--- config.mk ---
export PLATFORM = sky130hd
export DESIGN_NAME = id_branch_resolve
export DESIGN_NICKNAME = d
export VERILOG_FILES = /design/src/rtl/mips_pkg.sv /design/src/rtl/id_operand_fwd.sv /design/src/rtl/id_branch_resolve.sv
export SDC_FILE = /design/constraint.sdc
export NUM_CORES = 1
export LEC_CHECK = 0
export CAP_MARGIN = 20
export CORE_MARGIN = 2
export CORE_UTILIZATION = 30
export CTS_CLUSTER_SIZE = 10
export DETAILED_ROUTE_END_ITERATION = 6
export RECOVER_POWER = 50
export REMOVE_ABC_BUFFERS = 1
export SLEW_MARGIN = 20
export SYNTH_ARGS = -nofsm -noshare
export SYNTH_HDL_FRONTEND = slang
export SYNTH_SLANG_ARGS = --single-unit
--- constraint.sdc ---
create_clock -name Clk -period 23.4 [get_ports Clk]
set_input_delay 7.02 -clock Clk [delete_from_list [all_inputs] [get_ports Clk]]
set_output_delay 7.02 -clock Clk [all_outputs]
set_load 0.02 [all_outputs]
--- src/rtl/mips_pkg.sv ---
// rtl/mips_pkg.sv - opcode/funct constants and shared types for the ID branch unit
package mips_pkg;

  localparam logic [5:0] OP_RTYPE = 6'h00;
  localparam logic [5:0] OP_J     = 6'h02;
  localparam logic [5:0] OP_BEQ   = 6'h04;
  localparam logic [5:0] OP_BNE   = 6'h05;
  localparam logic [5:0] FN_JR    = 6'h08;
  localparam logic [4:0] REG_ZERO = 5'd0;

  typedef enum logic {
    ST_IDLE  = 1'b0,
    ST_STALL = 1'b1
  } br_state_e;

  function automatic logic [1:0] max_need(input logic [1:0] a, input logic [1:0] b);
    return (a > b) ? a : b;
  endfunction

endpackage

--- src/rtl/id_operand_fwd.sv ---
// rtl/id_operand_fwd.sv - selects one branch operand (RF or MEM forward) and its stall need
module id_operand_fwd
  import mips_pkg::*;
(
  input  logic [4:0]  src_reg,
  input  logic [31:0] rf_data,
  input  logic        RegWrite_EX,
  input  logic        MemRead_EX,
  input  logic [4:0]  Write_Register_EX,
  input  logic        RegWrite_MEM,
  input  logic        MemRead_MEM,
  input  logic [4:0]  Write_Register_MEM,
  input  logic [31:0] ALU_Result_MEM,
  output logic [31:0] value,
  output logic [1:0]  need
);

  logic src_zero;
  logic ex_match;
  logic mem_match;

  assign src_zero  = (src_reg == REG_ZERO);
  assign ex_match  = !src_zero && (Write_Register_EX == src_reg);
  assign mem_match = !src_zero && (Write_Register_MEM == src_reg);

  always_comb begin
    value = rf_data;
    if (src_zero) begin
      value = 32'd0;
    end else if (RegWrite_MEM && !MemRead_MEM && mem_match) begin
      value = ALU_Result_MEM;
    end
  end

  // A load still in EX needs two cycles before its data reaches the write-through RF.
  always_comb begin
    need = 2'd0;
    if (ex_match && MemRead_EX) begin
      need = 2'd2;
    end else if (ex_match && RegWrite_EX) begin
      need = 2'd1;
    end else if (mem_match && MemRead_MEM) begin
      need = 2'd1;
    end
  end

endmodule

--- src/rtl/id_branch_resolve.sv ---
// rtl/id_branch_resolve.sv - ID-stage BEQ/BNE/J/JR resolution with forwarding, hazard stall and stats
module id_branch_resolve
  import mips_pkg::*;
#(
  parameter int CNT_W = 32,
  parameter bit JR_EN = 1'b1
) (
  input  logic             Clk,
  input  logic             Reset,
  input  logic             Valid_ID,
  input  logic [31:0]      Instruction_ID,
  input  logic [31:0]      PC_Plus_4_ID,
  input  logic [31:0]      Read_Data_1_ID,
  input  logic [31:0]      Read_Data_2_ID,
  input  logic             RegWrite_EX,
  input  logic             MemRead_EX,
  input  logic [4:0]       Write_Register_EX,
  input  logic             RegWrite_MEM,
  input  logic             MemRead_MEM,
  input  logic [4:0]       Write_Register_MEM,
  input  logic [31:0]      ALU_Result_MEM,
  output logic [31:0]      Branch_Dest_ID,
  output logic             PCSrc_ID,
  output logic             Stall_ID,
  output logic             Flush_IF,
  output logic [CNT_W-1:0] Branch_Count,
  output logic [CNT_W-1:0] Taken_Count
);

  br_state_e   state, next_state;
  logic [1:0]  stall_cnt, stall_cnt_next;

  logic [5:0]  opcode, funct;
  logic [4:0]  rs, rt;
  logic [15:0] imm;
  logic        is_beq, is_bne, is_j, is_jr, is_cond;

  logic [31:0] rs_val, rt_val;
  logic [1:0]  need_rs, need_rt, need;
  logic [31:0] br_target, j_target;
  logic        stall_raw, resolve, taken;

  assign opcode = Instruction_ID[31:26];
  assign rs     = Instruction_ID[25:21];
  assign rt     = Instruction_ID[20:16];
  assign imm    = Instruction_ID[15:0];
  assign funct  = Instruction_ID[5:0];

  assign is_beq  = (opcode == OP_BEQ);
  assign is_bne  = (opcode == OP_BNE);
  assign is_j    = (opcode == OP_J);
  assign is_jr   = JR_EN && (opcode == OP_RTYPE) && (funct == FN_JR);
  assign is_cond = is_beq || is_bne;

  id_operand_fwd u_fwd_rs (
    .src_reg            (rs),
    .rf_data            (Read_Data_1_ID),
    .RegWrite_EX        (RegWrite_EX),
    .MemRead_EX         (MemRead_EX),
    .Write_Register_EX  (Write_Register_EX),
    .RegWrite_MEM       (RegWrite_MEM),
    .MemRead_MEM        (MemRead_MEM),
    .Write_Register_MEM (Write_Register_MEM),
    .ALU_Result_MEM     (ALU_Result_MEM),
    .value              (rs_val),
    .need               (need_rs)
  );

  id_operand_fwd u_fwd_rt (
    .src_reg            (rt),
    .rf_data            (Read_Data_2_ID),
    .RegWrite_EX        (RegWrite_EX),
    .MemRead_EX         (MemRead_EX),
    .Write_Register_EX  (Write_Register_EX),
    .RegWrite_MEM       (RegWrite_MEM),
    .MemRead_MEM        (MemRead_MEM),
    .Write_Register_MEM (Write_Register_MEM),
    .ALU_Result_MEM     (ALU_Result_MEM),
    .value              (rt_val),
    .need               (need_rt)
  );

  assign br_target = PC_Plus_4_ID + {{14{imm[15]}}, imm, 2'b00};
  assign j_target  = {PC_Plus_4_ID[31:28], Instruction_ID[25:0], 2'b00};

  always_comb begin
    Branch_Dest_ID = br_target;
    if (is_j) begin
      Branch_Dest_ID = j_target;
    end else if (is_jr) begin
      Branch_Dest_ID = rs_val;
    end
  end

  // JR reads only rs; J has no register sources and never stalls.
  always_comb begin
    need = 2'd0;
    if ((state == ST_IDLE) && Valid_ID && (is_cond || is_jr)) begin
      need = max_need(need_rs, is_cond ? need_rt : 2'd0);
    end
  end

  always_comb begin
    next_state     = state;
    stall_cnt_next = stall_cnt;
    stall_raw      = 1'b0;
    case (state)
      ST_IDLE: begin
        if (need != 2'd0) begin
          stall_raw      = 1'b1;
          stall_cnt_next = need - 2'd1;
          if ((need - 2'd1) != 2'd0) begin
            next_state = ST_STALL;
          end
        end
      end
      ST_STALL: begin
        stall_raw = 1'b1;
        if (!Valid_ID || (stall_cnt <= 2'd1)) begin
          next_state     = ST_IDLE;
          stall_cnt_next = 2'd0;
        end else begin
          stall_cnt_next = stall_cnt - 2'd1;
        end
      end
      default: begin
        next_state     = ST_IDLE;
        stall_cnt_next = 2'd0;
      end
    endcase
  end

  assign resolve = !Reset && (state == ST_IDLE) && Valid_ID && (need == 2'd0);

  always_comb begin
    taken = 1'b0;
    if (resolve) begin
      taken = (is_beq && (rs_val == rt_val)) ||
              (is_bne && (rs_val != rt_val)) ||
              is_j || is_jr;
    end
  end

  assign PCSrc_ID = taken;
  assign Flush_IF = taken;
  assign Stall_ID = stall_raw && !Reset;

  always_ff @(posedge Clk) begin
    if (Reset) begin
      state        <= ST_IDLE;
      stall_cnt    <= 2'd0;
      Branch_Count <= '0;
      Taken_Count  <= '0;
    end else begin
      state     <= next_state;
      stall_cnt <= stall_cnt_next;
      if (resolve && is_cond) begin
        Branch_Count <= Branch_Count + {{(CNT_W-1){1'b0}}, 1'b1};
      end
      if (taken) begin
        Taken_Count <= Taken_Count + {{(CNT_W-1){1'b0}}, 1'b1};
      end
    end
  end

endmodule

; ---- Word-level counts from Yosys, hierarchy flattened
; Cells that the tools add are included.
[word_totals]
register_bits = 67
output_inout_bits = 99
elab_cells = 88
[classes]
addsub = 5
order_cmp = 2
eq_ne = 11
mux = 25
bitwise = 1
n_reduce_logical = 40
[op_table]
columns = op, n
row1 = $mux W32, 6
row2 = $add A32 B1 Y32 const B, 2
row3 = $add A32 B32 Y32, 1
row4 = $eq A32 B32 Y1, 1
row5 = $ne A32 B32 Y1, 1
row6 = $logic_and A1 B1 Y1, 23
row7 = $eq A5 B5 Y1, 4
row8 = $mux W2, 9
row9 = $eq A6 B3 Y1 const B, 2
row10 = $logic_not A5 Y1, 2
row11 = $mux W1, 7
row12 = $eq A6 B2 Y1 const B, 1
row13 = $eq A6 B4 Y1 const B, 1
row14 = $logic_not A6 Y1, 1
row15 = $logic_or A1 B1 Y1, 6
row16 = $logic_not A1 Y1, 5
row17 = $pmux W1 S2, 2
row18 = $pmux W2 S2, 1
row19 = $reduce_bool A2 Y1, 2
row20 = $sub A2 B1 Y2 const B, 2
row21 = $gt A2 B2 Y1, 1
row22 = $le A2 B1 Y1 const B, 1
row23 = $logic_not A2 Y1, 1
row24 = $ne A2 B1 Y1 const B, 1
row25 = $not A1 Y1, 1

; ---- Logic depth before layout (Yosys ltp)
; Gate-level depths: netlist of the first run.
[depth]
depth_word = 16
ltp_mapped = 26

; ---- Hierarchy
; From an unflattened synthesis of the first run, not the netlist that was laid out.
[unflattened]
hier_cells = 1022
area_unflattened_um2 = 7004.2
[by_module_without_submodules]
columns = module, n_inst, cells_each, area_each_um2
row1 = id_branch_resolve, 1, 752, 5542.8
row2 = id_operand_fwd, 2, 135, 730.7

; ---- Worst setup path before layout of the first run
; OpenSTA, ideal clock, no wires.
[synth_timing]
path_kind = in2out
startpoint = in Instruction_ID[21]
endpoint = out PCSrc_ID
arrival_time_ps = 11140
t_required_ps = 16380
setup_slack_ps = 5240
cell_stages = 22
path_buffers = 3
path_cell_list = or4_1 nor2_2 buf_2 buf_2 nor4_1 and2_1 or2_2 ha_1 nand2b_1 o21ai_0 inv_1 o2111ai_1 a21oi_1 inv_1 ha_1 nor2b_1 nand3b_1 nor3_1 and3_4 nor3_1 inv_1 buf_4
[synth_between]
elab_chain_cells = 13
elab_cells_between_ends = 28
[synth_lines]
columns = item, line
row1 = from (decl), id_branch_resolve.sv:11  ; input logic [31:0] Instruction_ID,
row2 = $logic_not A5 Y1, id_operand_fwd.sv:22  ; assign src_zero = (src_reg == REG_ZERO);
row3 = $logic_not A1 Y1, "id_operand_fwd.sv:23, id_operand_fwd.sv:24"
row4 = $logic_and A1 B1 Y1, id_operand_fwd.sv:24  ; assign mem_match = !src_zero && (Write_Register_MEM == src_reg);
row5 = $logic_and A1 B1 Y1, id_operand_fwd.sv:42  ; end else if (mem_match && MemRead_MEM) begin
row6 = $mux W1, id_operand_fwd.sv:42
row7 = $mux W2, id_operand_fwd.sv:40  ; end else if (ex_match && RegWrite_EX) begin
row8 = $mux W2, id_operand_fwd.sv:38  ; if (ex_match && MemRead_EX) begin
row9 = $gt A2 B2 Y1, mips_pkg.sv:17  ; return (a > b) ? a : b;
row10 = $mux W2, mips_pkg.sv:17
row11 = $mux W2, id_branch_resolve.sv:98  ; if ((state == ST_IDLE) && Valid_ID && (is_cond || is_jr)) begin
row12 = $logic_not A2 Y1, id_branch_resolve.sv:133  ; assign resolve = !Reset && (state == ST_IDLE) && Valid_ID && (need == 2'd0);
row13 = $logic_and A1 B1 Y1, id_branch_resolve.sv:133
row14 = $mux W1 (*), id_branch_resolve.sv:137  ; if (resolve) begin
row15 = to (decl), id_branch_resolve.sv:23  ; output logic PCSrc_ID,
; Mark *: on every way between the ends. The rest lies on a longest branch, timed or not.

; ---- Worst setup path in the final report of the first run
[layout_timing]
startpoint = in Instruction_ID[16]
endpoint = out PCSrc_ID
[layout_between]
elab_chain_cells = 14
elab_cells_between_ends = 29
[layout_lines]
columns = item, line
row1 = $logic_not A5 Y1, id_operand_fwd.sv:22
row2 = $logic_not A1 Y1, "id_operand_fwd.sv:23, id_operand_fwd.sv:24"
row3 = $logic_and A1 B1 Y1, id_operand_fwd.sv:24
row4 = $logic_and A1 B1 Y1, id_operand_fwd.sv:42
row5 = $mux W1, id_operand_fwd.sv:42
row6 = $mux W2, id_operand_fwd.sv:40
row7 = $mux W2, id_operand_fwd.sv:38
row8 = $mux W2, id_branch_resolve.sv:99  ; need = max_need(need_rs, is_cond ? need_rt : 2'd0);
row9 = $gt A2 B2 Y1, mips_pkg.sv:17
row10 = $mux W2, mips_pkg.sv:17
row11 = $mux W2, id_branch_resolve.sv:98
row12 = $logic_not A2 Y1, id_branch_resolve.sv:133
row13 = $logic_and A1 B1 Y1, id_branch_resolve.sv:133
row14 = $mux W1 (*), id_branch_resolve.sv:137
; Marked as above.

==> results.yml, run 1 <==
placed_design:
  portBuffers: 275
  hpwl_microns: 25500
  finalWeightedCongestion: 0.972
timing:
  setup_violations: 0
  fin_skew_ns: 0.00957
  tns_ns: 0
  fmax_mhz: 47.8
  hold_viol: 0
  max-slew-margin-rel: -0.646
  drv_slew: 57
  tightestPinTransition_ns: 2.47
  rsz0062_at_grt: "no"
  fin_crit_sh: 0.893
  fin_crit_ns: 20.90
global_route:
  grt_pass1_vias: 8716
  antenna_found_initial: 7
  grt_overflow: 0
  grt_pass1_wl_microns: 48300
  grt_max_degree: 72
  grt_usage: 0.229
logic_synthesis:
  yosys.area.top_type_share: 0.172
  ys_seq_area_frac: 0.172
  avgSynthCellArea_sq_um: 7.25
  ys_ff_latch: 67
  synthTopCellsByArea: "dfxtp_1, a21oi_1, ha_1"
  ys.warnings.count: 0
  async_flop_share: 0
  syn-instance-count: 1074
  yosysTopAreaCell: "dfxtp_1"
  synth_edf_count: 0
  ys_types: 86
  syn-cell-area_sq_um: 7780
  synth_ff_type: "dfxtp_1"
clock_network:
  cts_resized: 0
  tritoncts: "done"
  clock_path_buffers: 2
  clock_sinks: 67
  ctsHtreeMaxLevel: 3
  cts_hold_buffers: 0
  clockRootBuffer: "clkbuf_16"
  cts_setup_buffers: 0
  path_clk_slew_ns: 0.05
  numCtsBuffers: 9
  clock_latency_ns: 0.33
final_layout:
  fillers: 2595
  final_util: 0.434
  nets: 1528
  area_delta_synth_final_pct: 41.2
  drive_above_1_share: 0.0410
routing:
  vias_per_cell: 5.57
  wl_microns: 32100
  drc: 0
  drt_first_iter_violations: 673
  ant_nets: 0
  vias: 9219
  dr.pass1.iters: 5
  avgRoutedWirePerCell_microns: 19.4
floorplan:
  initial_core_util: 0.307
  die-area_sq_um: 27300
  dieWidth_microns: 165
  core_area_sq_um: 25300
  dieHeight_microns: 165
  io_pins: 276
  rows: 58
power:
  power_mw: 0.403
  powerDensity_nw_per_um2: 36.6
  leakage_nw: 4.30
  irDropWorstVdd_mv: 0.0383
setup_path:
  cp.arrival_ns: 13.88
  path_max_fanout: 56
  crit_path_start_kind: "primary input"
  critPathRequiredTime_ns: 16.38
  startpoint: "Instruction_ID[16]"
  r2r-start: "state"
  critPathKind: "primary input to output pin"
  cp-end-kind: "output pin"
flow_run:
  max-cap-violations: 1
status:
  failed_checks: "capacitance limit, slew limit"
  status: "finished, violations left"
worst_hold_path:
  worstHoldStart: "stall_cnt[1]"
  holdCritPathClass: "register to register"
-- registers in the layout, indices dropped and copies added, names as in the netlist --
register and count:
Branch_Count 32, Taken_Count 32, stall_cnt 2, state 1
-- cell usage after synthesis, types with 6 or more instances --
| cell | number |
|---|---|
| or4_1 | 17 |
| dfxtp_1 | 67 |
| a31oi_1 | 9 |
| a21oi_1 | 99 |
| nand2_1 | 81 |
| inv_1 | 40 |
| buf_2 | 16 |
| nand4_1 | 15 |
| nor4_1 | 10 |
| o22ai_1 | 6 |
| clkbuf_1 | 29 |
| nor2b_1 | 10 |
| a21o_1 | 25 |
| nand2b_1 | 9 |
| nor4b_1 | 22 |
| mux2i_1 | 32 |
| o21bai_1 | 6 |
| or3_1 | 37 |
| ha_1 | 37 |
| nor3_1 | 27 |
| o311ai_0 | 10 |
| and4_1 | 11 |
| nand3_1 | 47 |
| xor2_1 | 36 |
| xnor2_1 | 37 |
| nor2_1 | 90 |
| mux2_2 | 9 |
| o221ai_1 | 6 |
| and2_1 | 13 |
| and3_1 | 21 |
| o21ai_0 | 87 |
-- critical path, cell delays in order --
cell and delay [ns]:
dlygate4sd3_1 0.62, or4_1 0.63, nor2_4 0.10, clkbuf_1 1.74, nor4_1 0.33, a211oi_1 0.49
ha_1 0.31, nand2b_1 0.06, o21ai_0 0.07, inv_1 0.07, o2111ai_1 0.10, a21oi_1 0.22
inv_1 0.07, ha_1 0.24, nor2b_1 0.18, nand3b_1 0.21, nor3_1 0.08, and3_1 0.25
nor3_1 0.38, inv_1 0.14, clkdlybuf4s50_1 0.57
-- final cells by class --
class	count	area (sq um)	area share
multi-input cells	911	6010	0.546
flip-flops and latches	67	1340	0.122
well taps	330	413	0.0376
diodes	9	22.5	0.00205
clock buffers	9	225	0.0205
repair buffers	284	2800	0.255
inverters	40	150	0.0137
clock inverters	5	32.5	0.00296
-- stage by stage --
step           hold WS (ns)  cells  instance area, sq um  worst slack (ns)
6_report              0.490   1655                 11000              2.50
5_1_grt               0.512   1651                 11000              1.93
4_1_cts               0.491   1646                 11000              4.13
3_5_place_dp          0.479   1632                 10700              4.16
3_3_place_gp          0.469   1632                 10700              4.26
2_1_floorplan         0.449   1018                  7500              4.36
-- layout by cell type (no fill, tap or decap), types with 6 or more instances in the layout --
cell	instances
a21o_1	25
a21oi_1	99
a31oi_1	9
and2_1	13
and3_1	22
and4_1	11
buf_4	6
clkbuf_16	9
clkdlybuf4s50_1	209
dfxtp_1	67
diode_2	9
dlygate4sd3_1	65
ha_1	37
inv_1	40
mux2_2	9
mux2i_1	32
nand2_1	81
nand2b_1	9
nand3_1	47
nand4_1	15
nor2_1	88
nor2b_1	10
nor3_1	27
nor4_1	10
nor4b_1	22
o21ai_0	87
o21bai_1	6
o221ai_1	6
o22ai_1	6
o311ai_0	11
or3_1	37
or4_1	17
xnor2_1	37
xor2_1	36
-- layer usage --
layer / vias up / GRT usage / wire, microns
li1: 4496 / - / -
met1: 4240 / 0.276 / 13100
met2: 410 / 0.370 / 14200
met3: 71 / 0.0819 / 3420
met4: 2 / 0.0941 / 1360
met5: - / 0 / 13
-- worst paths after layout --
| kind | end | slack, ns | cells past startpoint |
|---|---|---|---|
| setup / recovery | PCSrc_ID | 2.50 | 21 |
| hold / removal | stall_cnt[1] | 0.49 | 2 |
| setup reg to reg | Branch_Count[31] | 19.72 | 14 |
| hold reg to reg | stall_cnt[1] | 0.49 | 2 |
-- kinds of logic after synthesis --
group,count (synthesis),synth area share
mux,42,0.0561
flops,67,0.172
buf+inv,96,0.0558
simple gates,440,0.310
compound gates,317,0.260
xor+xnor,74,0.0842
fa+ha+maj,38,0.0620
-- power by group --
| part | total (mW) | switching, mW | internal, mW |
|---|---|---|---|
| clock network | 0.118 | 0.0481 | 0.0700 |
| logic | 0.170 | 0.0880 | 0.0825 |
| registers | 0.114 | 0.0000395 | 0.114 |
Power figures use the tool's default switching activity.
==> run 2, diff against run 1 <==
--- a/config.mk
+++ b/config.mk
@@ -5,7 +5,7 @@
 export SDC_FILE = /design/constraint.sdc
 export NUM_CORES = 1
 export LEC_CHECK = 0
-export CAP_MARGIN = 20
+export CAP_MARGIN = 40
 export CORE_MARGIN = 2
 export CORE_UTILIZATION = 30
 export CTS_CLUSTER_SIZE = 10
==> run 2 against run 1 <==
  * The flow still finishes with violations (capacitance limit, slew limit)
  * Core utilization is essentially flat
  * Clock power hardly changed
  * Count of clock-buffer cells in the layout unchanged
  * Non-clock buffer count rose by 2
  * Worst hold slack better by 0.0024 ns
  * Global-route usage is the same
  * Final cell count is 0.12% higher
  * Sequential cell count unchanged
==> results.yml, run 2 (synthesized netlist as in run 1, its figures left out) <==
power:
  leakage_nw: 4.32
  powerDensity_nw_per_um2: 36.6
  power_mw: 0.403
  irDropWorstVdd_mv: 0.0384
routing:
  dr.pass1.iters: 5
  vias_per_cell: 5.57
  ant_nets: 0
  wl_microns: 32100
  avgRoutedWirePerCell_microns: 19.4
  vias: 9225
  drt_first_iter_violations: 701
  drc: 0
setup_path:
  crit_path_start_kind: "primary input"
  critPathKind: "primary input to output pin"
  path_cells: "dlygate4sd3_1 > or4_1 > nor2_4 > clkbuf_1 > nor4_1 > a211oi_1 > ha_1 > nand2b_1 > o21ai_0 > inv_1 > o2111ai_1 > a21oi_1 > inv_1 > ha_1 > nor2b_1 > nand3b_1 > nor3_1 > and3_1 > nor3_1 > inv_1 > clkdlybuf4s50_1"
  cp-end-kind: "output pin"
  path_max_fanout: 56
  crit_path_frequent_cell: "inv_1"
  critPathRequiredTime_ns: 16.38
  cpPeakStageDelay_ns: 1.75
  crit_path_top_delay_cell: "clkbuf_1"
  cp.arrival_ns: 13.90
timing:
  drv_slew: 57
  setup_violations: 0
  rsz0062_at_grt: "no"
  fin_skew_ns: 0.00908
  fmax_mhz: 47.8
  fin_crit_sh: 0.894
  tns_ns: 0
  hold_viol: 0
  fin_crit_ns: 20.92
  max-slew-margin-rel: -0.655
  tightestPinTransition_ns: 2.48
clock_network:
  numCtsBuffers: 9
  tritoncts: "done"
  clockRootBuffer: "clkbuf_16"
  path_clk_slew_ns: 0.05
  cts_setup_buffers: 0
  ctsHtreeMaxLevel: 3
  clock_latency_ns: 0.33
  cts_resized: 0
  clock_sinks: 67
  cts_hold_buffers: 0
  clock_path_buffers: 2
status:
  status: "finished, violations left"
  failed_checks: "capacitance limit, slew limit"
floorplan:
  core_area_sq_um: 25300
  dieHeight_microns: 165
  rows: 58
  io_pins: 276
  die-area_sq_um: 27300
  dieWidth_microns: 165
  initial_core_util: 0.307
global_route:
  grt_pass1_vias: 8716
  grt_max_degree: 72
  grt_usage: 0.229
  antenna_found_initial: 7
  grt_overflow: 0
  grt_pass1_wl_microns: 48300
final_layout:
  nets: 1530
  largestRegisters: "Branch_Count: 32 flops, Taken_Count: 32 flops, stall_cnt: 2 flops"
  layout_commonest_cell: "clkdlybuf4s50_1"
  final_cell_mix: "clkdlybuf4s50_1, a21oi_1, nor2_1, o21ai_0, nand2_1"
  final_util: 0.435
  area_delta_synth_final_pct: 41.4
  drive_above_1_share: 0.0432
placed_design:
  finalWeightedCongestion: 0.972
  hpwl_microns: 25500
  portBuffers: 275
flow_run:
  max-cap-violations: 1
worst_hold_path:
  holdCritPathClass: "register to register"
-- run 2: power by group --
group	internal [mW]	total (mW)	leakage [nW]	switching, mW
logic	0.0825	0.170	3.66	0.0879
clock network	0.0700	0.118	0.119	0.0481
registers	0.114	0.114	0.539	0.0000422
-- run 2: layout make-up --
| type | instances | area (sq um) |
|---|---|---|
| sequential | 67 | 1340 |
| tap | 330 | 413 |
| clock buffer | 9 | 225 |
| multi-input combinational | 911 | 6000 |
| inverter | 40 | 150 |
| clock inverter | 5 | 32.5 |
| antenna | 9 | 22.5 |
| fill | 2597 | 14300 |
| timing repair buffer | 286 | 2820 |
-- run 2: worst max-delay path, delay by kind of cell --
| family | cells | cell delay, ns |
|---|---|---|
| adders and majority gates | 2 | 0.55 |
| and+or+nand+nor | 9 | 2.21 |
| buffers and inverters | 6 | 3.22 |
| AOI/OAI and AO/OA | 4 | 0.89 |
-- run 2: metrics by stage --
| step | instances | hold WS, ns | cell area, sq um | setup slack [ns] |
|---|---|---|---|---|
| final | 1657 | 0.492 | 11000 | 2.48 |
| after global routing | 1653 | 0.512 | 11000 | 1.95 |
| after CTS | 1646 | 0.491 | 11000 | 4.13 |
| after detailed placement | 1632 | 0.479 | 10700 | 4.16 |
| after global placement | 1632 | 0.469 | 10700 | 4.26 |
| after floorplan | 1018 | 0.449 | 7500 | 4.36 |
-- run 2: worst paths after layout --
path	startpoint	to	slack [ns]	depth (start not counted)
max	Instruction_ID[16]	PCSrc_ID	2.48	21
min	stall_cnt[1]	stall_cnt[1]	0.49	2
max reg2reg	state	Branch_Count[25]	19.71	15
min reg2reg	stall_cnt[1]	stall_cnt[1]	0.49	2
-- run 2: per-layer routing --
metal | track usage | vias up | part of all wire
met4 | 0.0941 | 2 | 0.042
met2 | 0.370 | 401 | 0.44
met3 | 0.0819 | 69 | 0.11
met5 | 0 | - | 0.00040
met1 | 0.276 | 4247 | 0.41
li1 | - | 4506 | -
